`src/rtl/bram_arb_pkg.sv`:
```
// Shared types and constants for the BRAM port-B arbiter: FSM states,
// owner encodings and the default starvation bound.
package bram_arb_pkg;

  typedef enum logic [1:0] {
    IDLE   = 2'd0,
    ISSUE  = 2'd1,
    RDWAIT = 2'd2
  } state_e;

  localparam logic OWN_CPU = 1'b0;
  localparam logic OWN_DMA = 1'b1;

  localparam int MAX_WAIT_DEFAULT = 4;

endpackage

```
`src/rtl/bram_arb_age_ctr.sv`:
```
// Saturating starvation counter: counts CPU wins taken over a pending
// requester 1, saturates at MAX_WAIT, clear has priority over increment.
module bram_arb_age_ctr
  import bram_arb_pkg::*;
#(
  parameter int MAX_WAIT = MAX_WAIT_DEFAULT
) (
  input  logic       clk,
  input  logic       rst_n,
  input  logic       inc,
  input  logic       clr,
  output logic       at_max,
  output logic [3:0] cnt
);

  localparam logic [3:0] MAX_W = 4'(MAX_WAIT);

  logic [3:0] cnt_q;
  logic [3:0] cnt_d;

  always_comb begin
    cnt_d = cnt_q;
    if (clr) begin
      cnt_d = 4'd0;
    end else if (inc && (cnt_q != MAX_W)) begin
      cnt_d = cnt_q + 4'd1;
    end
  end

  always_ff @(posedge clk or negedge rst_n) begin
    if (!rst_n) begin
      cnt_q <= 4'd0;
    end else begin
      cnt_q <= cnt_d;
    end
  end

  assign at_max = (cnt_q == MAX_W);
  assign cnt    = cnt_q;

endmodule

```
`src/rtl/bram_port_arbiter.sv`:
```
// Shares BRAM port B between the CPU (requester 0) and a secondary DMA
// requester (1): fixed CPU priority with a starvation bound for requester 1.
module bram_port_arbiter
  import bram_arb_pkg::*;
#(
  parameter int ADDR_W   = 16,
  parameter int DATA_W   = 16,
  parameter int MAX_WAIT = MAX_WAIT_DEFAULT
) (
  input  logic              clk,
  input  logic              rst_n,
  input  logic              req0,
  input  logic              we0,
  input  logic [ADDR_W-1:0] addr0,
  input  logic [DATA_W-1:0] wdata0,
  input  logic              req1,
  input  logic              we1,
  input  logic [ADDR_W-1:0] addr1,
  input  logic [DATA_W-1:0] wdata1,
  output logic              gnt0,
  output logic              gnt1,
  output logic              rvalid0,
  output logic              rvalid1,
  output logic [DATA_W-1:0] rdata0,
  output logic [DATA_W-1:0] rdata1,
  output logic [ADDR_W-1:0] mem_addr,
  output logic [DATA_W-1:0] mem_din,
  output logic              mem_we,
  input  logic [DATA_W-1:0] mem_dout,
  output logic              busy,
  output logic [1:0]        dbg_state,
  output logic [3:0]        dbg_age_cnt
);

  // Handshake: a requester raises req with we/addr/wdata stable and holds
  // them until it sees a one-cycle gnt; it may drop req at the edge ending
  // gnt. Reads return rvalid (with rdata) exactly one cycle after gnt.
  // Dropping req before gnt withdraws it.

  state_e              state_q, state_d;
  logic                owner_q, owner_d;
  logic                we_q, we_d;
  logic [ADDR_W-1:0]   mem_addr_q, mem_addr_d;
  logic [DATA_W-1:0]   mem_din_q, mem_din_d;
  logic                gnt0_q, gnt1_q, rvalid0_q, rvalid1_q, mem_we_q, busy_q;
  logic                gnt0_d, gnt1_d, rvalid0_d, rvalid1_d, mem_we_d, busy_d;
  logic                age_inc, age_clr, age_at_max, pick_dma;
  logic [3:0]          age_cnt;

  bram_arb_age_ctr #(.MAX_WAIT(MAX_WAIT)) u_age (
    .clk    (clk),
    .rst_n  (rst_n),
    .inc    (age_inc),
    .clr    (age_clr),
    .at_max (age_at_max),
    .cnt    (age_cnt)
  );

  always_comb begin
    state_d    = state_q;
    owner_d    = owner_q;
    we_d       = we_q;
    mem_addr_d = mem_addr_q;
    mem_din_d  = mem_din_q;
    age_inc    = 1'b0;
    age_clr    = 1'b0;
    pick_dma   = req1 && (!req0 || age_at_max);
    unique case (state_q)
      IDLE: begin
        // The age counter only moves on decisions made here, so a req1 that
        // comes and goes while an access is in flight never ages.
        age_clr = !req1 || pick_dma;
        if (req0 || req1) begin
          age_inc    = !pick_dma && req1;
          owner_d    = pick_dma ? OWN_DMA : OWN_CPU;
          we_d       = pick_dma ? we1 : we0;
          mem_addr_d = pick_dma ? addr1 : addr0;
          mem_din_d  = pick_dma ? wdata1 : wdata0;
          state_d    = ISSUE;
        end
      end
      ISSUE:   state_d = we_q ? IDLE : RDWAIT;
      RDWAIT:  state_d = IDLE;
      default: state_d = IDLE;
    endcase

    // Registered outputs are decoded from the next state so they line up
    // with the state they describe.
    gnt0_d    = (state_d == ISSUE)  && (owner_d == OWN_CPU);
    gnt1_d    = (state_d == ISSUE)  && (owner_d == OWN_DMA);
    rvalid0_d = (state_d == RDWAIT) && (owner_d == OWN_CPU);
    rvalid1_d = (state_d == RDWAIT) && (owner_d == OWN_DMA);
    mem_we_d  = (state_d == ISSUE)  && we_d;
    busy_d    = (state_d != IDLE);
  end

  always_ff @(posedge clk or negedge rst_n) begin
    if (!rst_n) begin
      state_q    <= IDLE;
      owner_q    <= OWN_CPU;
      we_q       <= 1'b0;
      mem_addr_q <= '0;
      mem_din_q  <= '0;
      gnt0_q     <= 1'b0;
      gnt1_q     <= 1'b0;
      rvalid0_q  <= 1'b0;
      rvalid1_q  <= 1'b0;
      mem_we_q   <= 1'b0;
      busy_q     <= 1'b0;
    end else begin
      state_q    <= state_d;
      owner_q    <= owner_d;
      we_q       <= we_d;
      mem_addr_q <= mem_addr_d;
      mem_din_q  <= mem_din_d;
      gnt0_q     <= gnt0_d;
      gnt1_q     <= gnt1_d;
      rvalid0_q  <= rvalid0_d;
      rvalid1_q  <= rvalid1_d;
      mem_we_q   <= mem_we_d;
      busy_q     <= busy_d;
    end
  end

  assign gnt0        = gnt0_q;
  assign gnt1        = gnt1_q;
  assign rvalid0     = rvalid0_q;
  assign rvalid1     = rvalid1_q;
  assign rdata0      = rvalid0_q ? mem_dout : '0;
  assign rdata1      = rvalid1_q ? mem_dout : '0;
  assign mem_addr    = mem_addr_q;
  assign mem_din     = mem_din_q;
  assign mem_we      = mem_we_q;
  assign busy        = busy_q;
  assign dbg_state   = state_q;
  assign dbg_age_cnt = age_cnt;

endmodule

```
`config.mk`:
```
export PLATFORM = sky130hd
export DESIGN_NAME = bram_port_arbiter
export DESIGN_NICKNAME = d
export VERILOG_FILES = /design/src/rtl/bram_arb_pkg.sv /design/src/rtl/bram_arb_age_ctr.sv /design/src/rtl/bram_port_arbiter.sv
export SDC_FILE = /design/constraint.sdc
export NUM_CORES = 1
export LEC_CHECK = 0
export ABC_AREA = 1
export CORE_MARGIN = 4
export CORE_UTILIZATION = 53
export DETAILED_ROUTE_END_ITERATION = 7
export DONT_BUFFER_PORTS = 1
export PLACE_DENSITY = 0.68
export SLEW_MARGIN = 10
export SYNTH_ARGS = -nofsm -noshare
export SYNTH_HDL_FRONTEND = slang
export SYNTH_SLANG_ARGS = --single-unit
```
`constraint.sdc`:
```
create_clock -name clk -period 1.85 [get_ports clk]
set_input_delay 0.0925 -clock clk [delete_from_list [all_inputs] [get_ports clk]]
set_output_delay 0.0925 -clock clk [all_outputs]
set_load 0.01 [all_outputs]
```
==> impl_metrics.py, run 1 <==
metrics = {
    "synth": {
        "synthAdderAreaFrac_pct": 1.01,
        "ys_seq_area_share_pct": 46.4,
        "syn_inst": 313,
        "synth_fp_nets": 401,
        "syn_area_um2": 2480,
        "ys_ff_latch": 46,
        "synth_compound_area_share_pct": 1.66,
        "synthSimpleGateAreaFrac_pct": 36.4,
        "synth_top_family_by_area": "simple AND/OR/NAND/NOR gates",
        "muxShareOfSynthArea_pct": 0,
        "synth-xor-area-share_pct": 0.353,
        "synth_area_per_cell_um2": 7.93,
        "synth_cell_types": 21,
        "yosysWarnings": 0,
    },
    "place": {
        "gp_congestion": 0.807,
        "dp_hpwl_um": 4660,
        "dp_cells": 344,
        "portBuffers": 0,
    },
    "timing": {
        "finalClockSkew_ns": 0.00422,
        "layout_min_cycle_time_ns": 1.71,
        "setup_viol": 0,
        "slew_violations": 0,
        "rsz0062_at_grt": "no",
        "finalSetupTns_ns": 0,
        "period_share_pct": 92.5,
        "worst_slew_pin_slew_ns": 1.26,
        "slew_headroom_pct": 15.8,
        "max_freq_mhz": 585,
        "final_hold_viol_count": 0,
    },
    "worst_setup_path": {
        "slowest_stage": "dlygate4sd3_1",
        "path_cells": "dlygate4sd3_1 -> nand4_1 -> nand3_1",
        "critPathArrivalTime_ns": 1.93,
        "critPathLaunch": "req1",
        "crit_type": "input pin to register",
        "end_kind": "register",
        "cp_max_fo": 33,
        "timing.rr.start": "u_age.cnt[0]",
        "slowest_delay_ns": 1.37,
        "cp-start-kind": "input pin",
        "crit_required_ns": 2.07,
    },
    "routing": {
        "via_count": 2589,
        "via_per_inst": 6.14,
        "drt_iter0_markers": 206,
        "routed.top_layer": "met4",
        "wirelength_um": 8270,
        "met3_length_um": 840,
        "wire_per_inst_um": 19.6,
        "drt-pass1-iter-count": 8,
        "detail_route.wirelength.met1_um": 2860,
        "route.met2.wl_um": 4310,
        "drc": 0,
        "ant_nets": 0,
    },
    "clock_tree": {
        "clk_latency_ns": 0.29,
        "htree_levels": 2,
        "clock_path_buffers": 2,
        "cts-root-buf": "clkbuf_8",
        "cts_buffers": 5,
        "post_cts_buffers": 0,
        "cts_tree": "done",
        "cts_sinks": 46,
        "clkSlewWorstSetupHoldPaths_ns": 0.08,
    },
    "die": {
        "num_rows": 24,
        "die_w_um": 76.4,
        "core_area_um2": 4440,
        "ios": 162,
        "die-area_um2": 5840,
        "dieHeight_um": 76.4,
        "start_util_pct": 55.9,
    },
    "grt": {
        "grt_usage_pct": 28.4,
        "grt_max_degree": 47,
        "grt_pass1_wl_um": 13500,
        "grt_pass1_vias": 2539,
        "gr-total-overflow": 0,
        "antenna_found_initial": 0,
    },
    "power": {
        "p_per_area_nw_per_um2": 1420,
        "irDropWorstVdd_mv": 0.891,
        "p_leak_nw": 1.70,
    },
    "layout": {
        "antenna_cells": 0,
        "area_growth_pct": 31.0,
        "drive_above_1_share_pct": 4.86,
        "instances_no_fill": 422,
        "nets": 457,
        "multi_input_area_um2": 988,
        "final.fill_count": 326,
        "seqCellArea_um2": 1150,
    },
    "run_status": {
        "outcome": "complete, no violations",
    },
    "min_path": {
        "hold_start": "req0",
        "min_path_type": "input pin to register",
    },
    "job": {
        "drv_cap": 0,
    },
}
cell type report:
class / count / area share (%)
clock buffers: 7 / 2.35
clock inverters: 1 / 0.923
inverters: 47 / 5.43
multi-input cells: 195 / 30.4
flip-flops and latches: 46 / 35.4
well taps: 52 / 2.00
repair buffers: 74 / 23.5
layer usage:
layer / vias up / track usage, %
met3: 24 / 9.69
met2: 196 / 50.0
met4: 0 / 10.9
li1: 1134 / -
met1: 1235 / 31.5
met5: - / 0
registers in the layout, indices dropped and copies added, names as in the netlist, 2 cells and up:
signal,cells
mem_din,16
mem_addr,16
dbg_state,2
u_age.cnt,4
power breakdown:
group	switching, W	internal, W	leakage [nW]	total [W]
sequential	0.000664	0.00147	0.574	0.00213
combinational	0.00113	0.000641	1.08	0.00177
clock	0.000321	0.000404	0.0524	0.000726
total	0.00211	0.00251	1.70	0.00463
worst max-delay path, delay by kind of cell:
kind / cells / cell delay [ns]
and+or+nand+nor: 2 / 0.45
buffers and inverters: 1 / 1.37
path summary, 6_finish.rpt:
kind                                 to  slack [ns]  cells past startpoint
max                          mem_din[3]        0.14                      3
min                        u_age.cnt[1]        0.01                      2
max reg2reg                  mem_din[3]        0.20                      7
min reg2reg                dbg_state[1]        0.50                      1
max in group asynchronous  mem_addr[12]        1.32                      2
min in group asynchronous   mem_addr[1]        0.31                      2
cell families (layout without fill, tap and decap cells):
group,count (synthesis),in the layout
AOI/OAI and AO/OA,6,6
xor gates and xnor gates,1,1
buffers and inverters,72,129
DFF,46,46
and+or+nand+nor,186,186
adders and majority gates,2,2
metrics by stage:
stage	total power, W	setup slack, ns	cell area [um2]	hold slack, ns	utilization [%]
finish	0.00463	0.139	3250	0.0110	73.2
global route	0.00497	0.0309	3250	0.0216	73.2
CTS	0.00457	0.153	3240	0.00614	72.9
detailed placement	0.00367	0.157	2410	-0.202	54.3
global placement	0.00363	0.203	2410	-0.202	54.3
floorplan	0.00344	0.506	2480	-0.203	-
cell usage in the layout (no fill, tap or decap), drive strengths merged, types with 2 or more instances in the layout:
master and count:
nand4 36, clkbuf 7, buf 5, dfrtp 46, inv 47, nand2 75
ha 2, dlygate4sd3 69, nor2 5, o21ai 6, nand3 68
what timing repair did:
action                                 4_1_cts  5_1_grt
setup endpoints to repair                    0        3
gates resized for setup                      0        2
hold buffers                                70        0
endpoints found under the hold margin       80        0
synthesized netlist by cell type:
| cell type | instances | area share, % |
|---|---|---|
| o21ai_1 | 2 | 0.40 |
| or2_2 | 1 | 0.25 |
| inv_2 | 1 | 0.15 |
| nand2_1 | 73 | 11 |
| ha_1 | 2 | 1.0 |
| buf_4 | 4 | 1.2 |
| nand4_1 | 36 | 9.1 |
| o21ai_0 | 3 | 0.60 |
| clkbuf_1 | 3 | 0.45 |
| nand3_2 | 1 | 0.40 |
| nand3_1 | 67 | 14 |
| nor3_1 | 1 | 0.20 |
| o21ai_4 | 1 | 0.66 |
| buf_2 | 11 | 2.2 |
| nand2_4 | 2 | 0.91 |
| buf_6 | 7 | 3.2 |
| inv_1 | 46 | 7.0 |
| xnor2_1 | 1 | 0.35 |
| nor2_1 | 4 | 0.60 |
| nor2_4 | 1 | 0.45 |
| dfrtp_1 | 46 | 46 |
(Power assumes the default switching activity.)
==> inputs of run 2 (changes only) <==
--- a/config.mk
+++ b/config.mk
@@ -10,7 +10,7 @@
 export CORE_UTILIZATION = 53
 export DETAILED_ROUTE_END_ITERATION = 7
 export DONT_BUFFER_PORTS = 1
-export PLACE_DENSITY = 0.68
+export PLACE_DENSITY = 0.8
 export SLEW_MARGIN = 10
 export SYNTH_ARGS = -nofsm -noshare
 export SYNTH_HDL_FRONTEND = slang
==> run 2 against run 1 <==
Against the previous run:
- die area unchanged
- sequential power about the same
- sequential cell count unchanged
- register-to-register slack got worse by 0.03 ns
- maximum frequency increased by 2.1%
- via count decreased by 1.2%
- power increased by 0.20%
- global-route usage decreased by 1.1 points
- critical path depth increased by 4
- clock skew increased by 0.0044 ns
==> impl_metrics.py, run 2 (synthesis results as in run 1) <==
metrics = {
    "grt": {
        "gr-total-overflow": 0,
        "grt_max_degree": 47,
        "grt_pass1_vias": 2550,
        "grt_usage_pct": 27.3,
        "antenna_found_initial": 0,
        "grt_pass1_wl_um": 12800,
    },
    "clock_tree": {
        "clock_path_buffers": 2,
        "cts_tree": "done",
        "cts_sinks": 46,
        "htree_levels": 2,
        "post_cts_buffers": 0,
        "cts-root-buf": "clkbuf_8",
        "clkSlewWorstSetupHoldPaths_ns": 0.09,
        "cts_buffers": 5,
        "clk_latency_ns": 0.29,
    },
    "layout": {
        "nets": 459,
        "area_growth_pct": 31.4,
        "final_cell_mix": "73 x nand2_1, 68 x dlygate4sd3_1, 67 x nand3_1, 46 x inv_1, 46 x dfrtp_1",
        "final_common_cell": "nand2_1",
        "drive_above_1_share_pct": 5.65,
        "antenna_cells": 0,
    },
    "die": {
        "die-area_um2": 5840,
        "ios": 162,
        "dieHeight_um": 76.4,
        "start_util_pct": 55.9,
        "num_rows": 24,
        "core_area_um2": 4440,
        "die_w_um": 76.4,
    },
    "worst_setup_path": {
        "worstRegToRegCells": 7,
        "timing.rr.start": "u_age.cnt[0]",
        "end_kind": "register",
        "path_cells": "inv_1 -> ha_1 -> nand3_2 -> nand2_4 -> buf_4 -> nand4_1 -> nand3_1",
        "crit_type": "register to register",
        "slowest_stage": "dfrtp_1",
        "crit_required_ns": 2.08,
        "slowest_delay_ns": 0.47,
        "critPathLaunch": "u_age.cnt[0]",
        "cp-start-kind": "register",
        "rr_endpoint": "mem_addr[13]",
        "cp_max_fo": 19,
        "regToRegSetupSlack_ns": 0.17,
        "critPathArrivalTime_ns": 1.90,
    },
    "min_path": {
        "min_path_type": "input pin to register",
        "min_delay_worst_endpoint": "mem_addr[15]",
        "hold_start": "addr1[15]",
        "worstHoldPathCells": 2,
    },
    "timing": {
        "period_share_pct": 90.5,
        "worst_slew_pin_slew_ns": 0.556,
        "layout_min_cycle_time_ns": 1.68,
        "rsz0062_at_grt": "no",
        "finalClockSkew_ns": 0.00862,
        "slew_headroom_pct": 62.9,
        "setup_viol": 0,
        "fin_ws_ns": 0.175,
        "slew_violations": 0,
        "finalSetupTns_ns": 0,
        "final_hold_viol_count": 0,
        "max_freq_mhz": 597,
    },
    "power": {
        "p_int_w": 0.00252,
        "p_per_area_nw_per_um2": 1420,
        "p_switching_w": 0.00212,
        "seq_power_share_pct": 46.1,
        "p_comb_share_pct": 38.0,
        "pwr-share-clk_pct": 16.0,
        "p_leak_nw": 1.71,
        "p_sw_share_pct": 45.6,
        "irDropWorstVdd_mv": 1.02,
    },
    "run_status": {
        "outcome": "complete, no violations",
    },
    "routing": {
        "drt-pass1-iter-count": 5,
        "ant_nets": 0,
        "wire_per_inst_um": 19.2,
        "drc": 0,
        "wirelength_um": 8150,
        "via_per_inst": 6.03,
        "drt_iter0_markers": 214,
        "via_count": 2557,
    },
    "place": {
        "gp_congestion": 0.863,
        "dp_hpwl_um": 4720,
        "pre_cts_ws_ns": 0.167,
        "portBuffers": 0,
    },
    "job": {
        "drv_cap": 0,
    },
}
run 2: changes by cell type in the layout (fill, tap and decap cells not counted):
cell,before,now
buf_4,2,6
buf_6,1,0
dlygate4sd3_1,69,68
run 2: through the flow:
stage	total power [W]	instance area, um2	utilization [%]	instances	hold WS (ns)
CTS	0.00458	3250	73.2	424	0.00348
floorplan	0.00344	2480	-	313	-0.203
detailed placement	0.00368	2420	54.4	346	-0.202
global placement	0.00361	2420	54.4	346	-0.202
finish	0.00463	3260	73.4	424	0.00246
global route	0.00493	3260	73.4	424	0.000981
run 2: worst max path at each step:
stage / cells after the start / endpoint
after floorplan: 8 / mem_addr[10]
after global placement: 7 / we_q
after detailed placement: 7 / mem_din[12]
after CTS: 7 / mem_din[12]
after global routing: 7 / we_q
final: 7 / mem_addr[13]
run 2: layout make-up:
| class | count | area [um2] |
|---|---|---|
| inverters | 47 | 176 |
| flip-flops and latches | 46 | 1150 |
| fillers | 306 | 1180 |
| well taps | 52 | 65.1 |
| clock buffers | 7 | 76.3 |
| multi-input cells | 195 | 988 |
| repair buffers | 76 | 773 |
| clock inverters | 1 | 30.0 |
run 2: timing repair:
action,in CTS,in global routing
endpoints found under the setup margin,0,2
hold buffers,70,0
resized for setup,0,1
endpoints found under the hold margin,82,0
run 2: power by group through the flow:
stage / registers, W / logic, W / clock network [W]
floorplan: 0.00195 / 0.00149 / 0
global placement: 0.00213 / 0.00148 / 0
detailed placement: 0.00213 / 0.00155 / 0
CTS: 0.00213 / 0.00171 / 0.000745
global route: 0.00220 / 0.00196 / 0.000781
finish: 0.00214 / 0.00176 / 0.000740
run 2: critical path: cells and delay by family (launching register included):
family	cells	cell delay, ns
DFF	1	0.47
adders and majority gates	1	0.17
buffers and inverters	2	0.39
and+or+nand+nor	4	0.57
run 2: metal layers:
layer,vias to the layer above,wire (um),GRT usage [%]
li1,1138,-,-
met1,1175,2860,31.3
met2,204,4120,46.8
met3,40,740,6.15
met4,0,431,15.2
met5,-,0,0
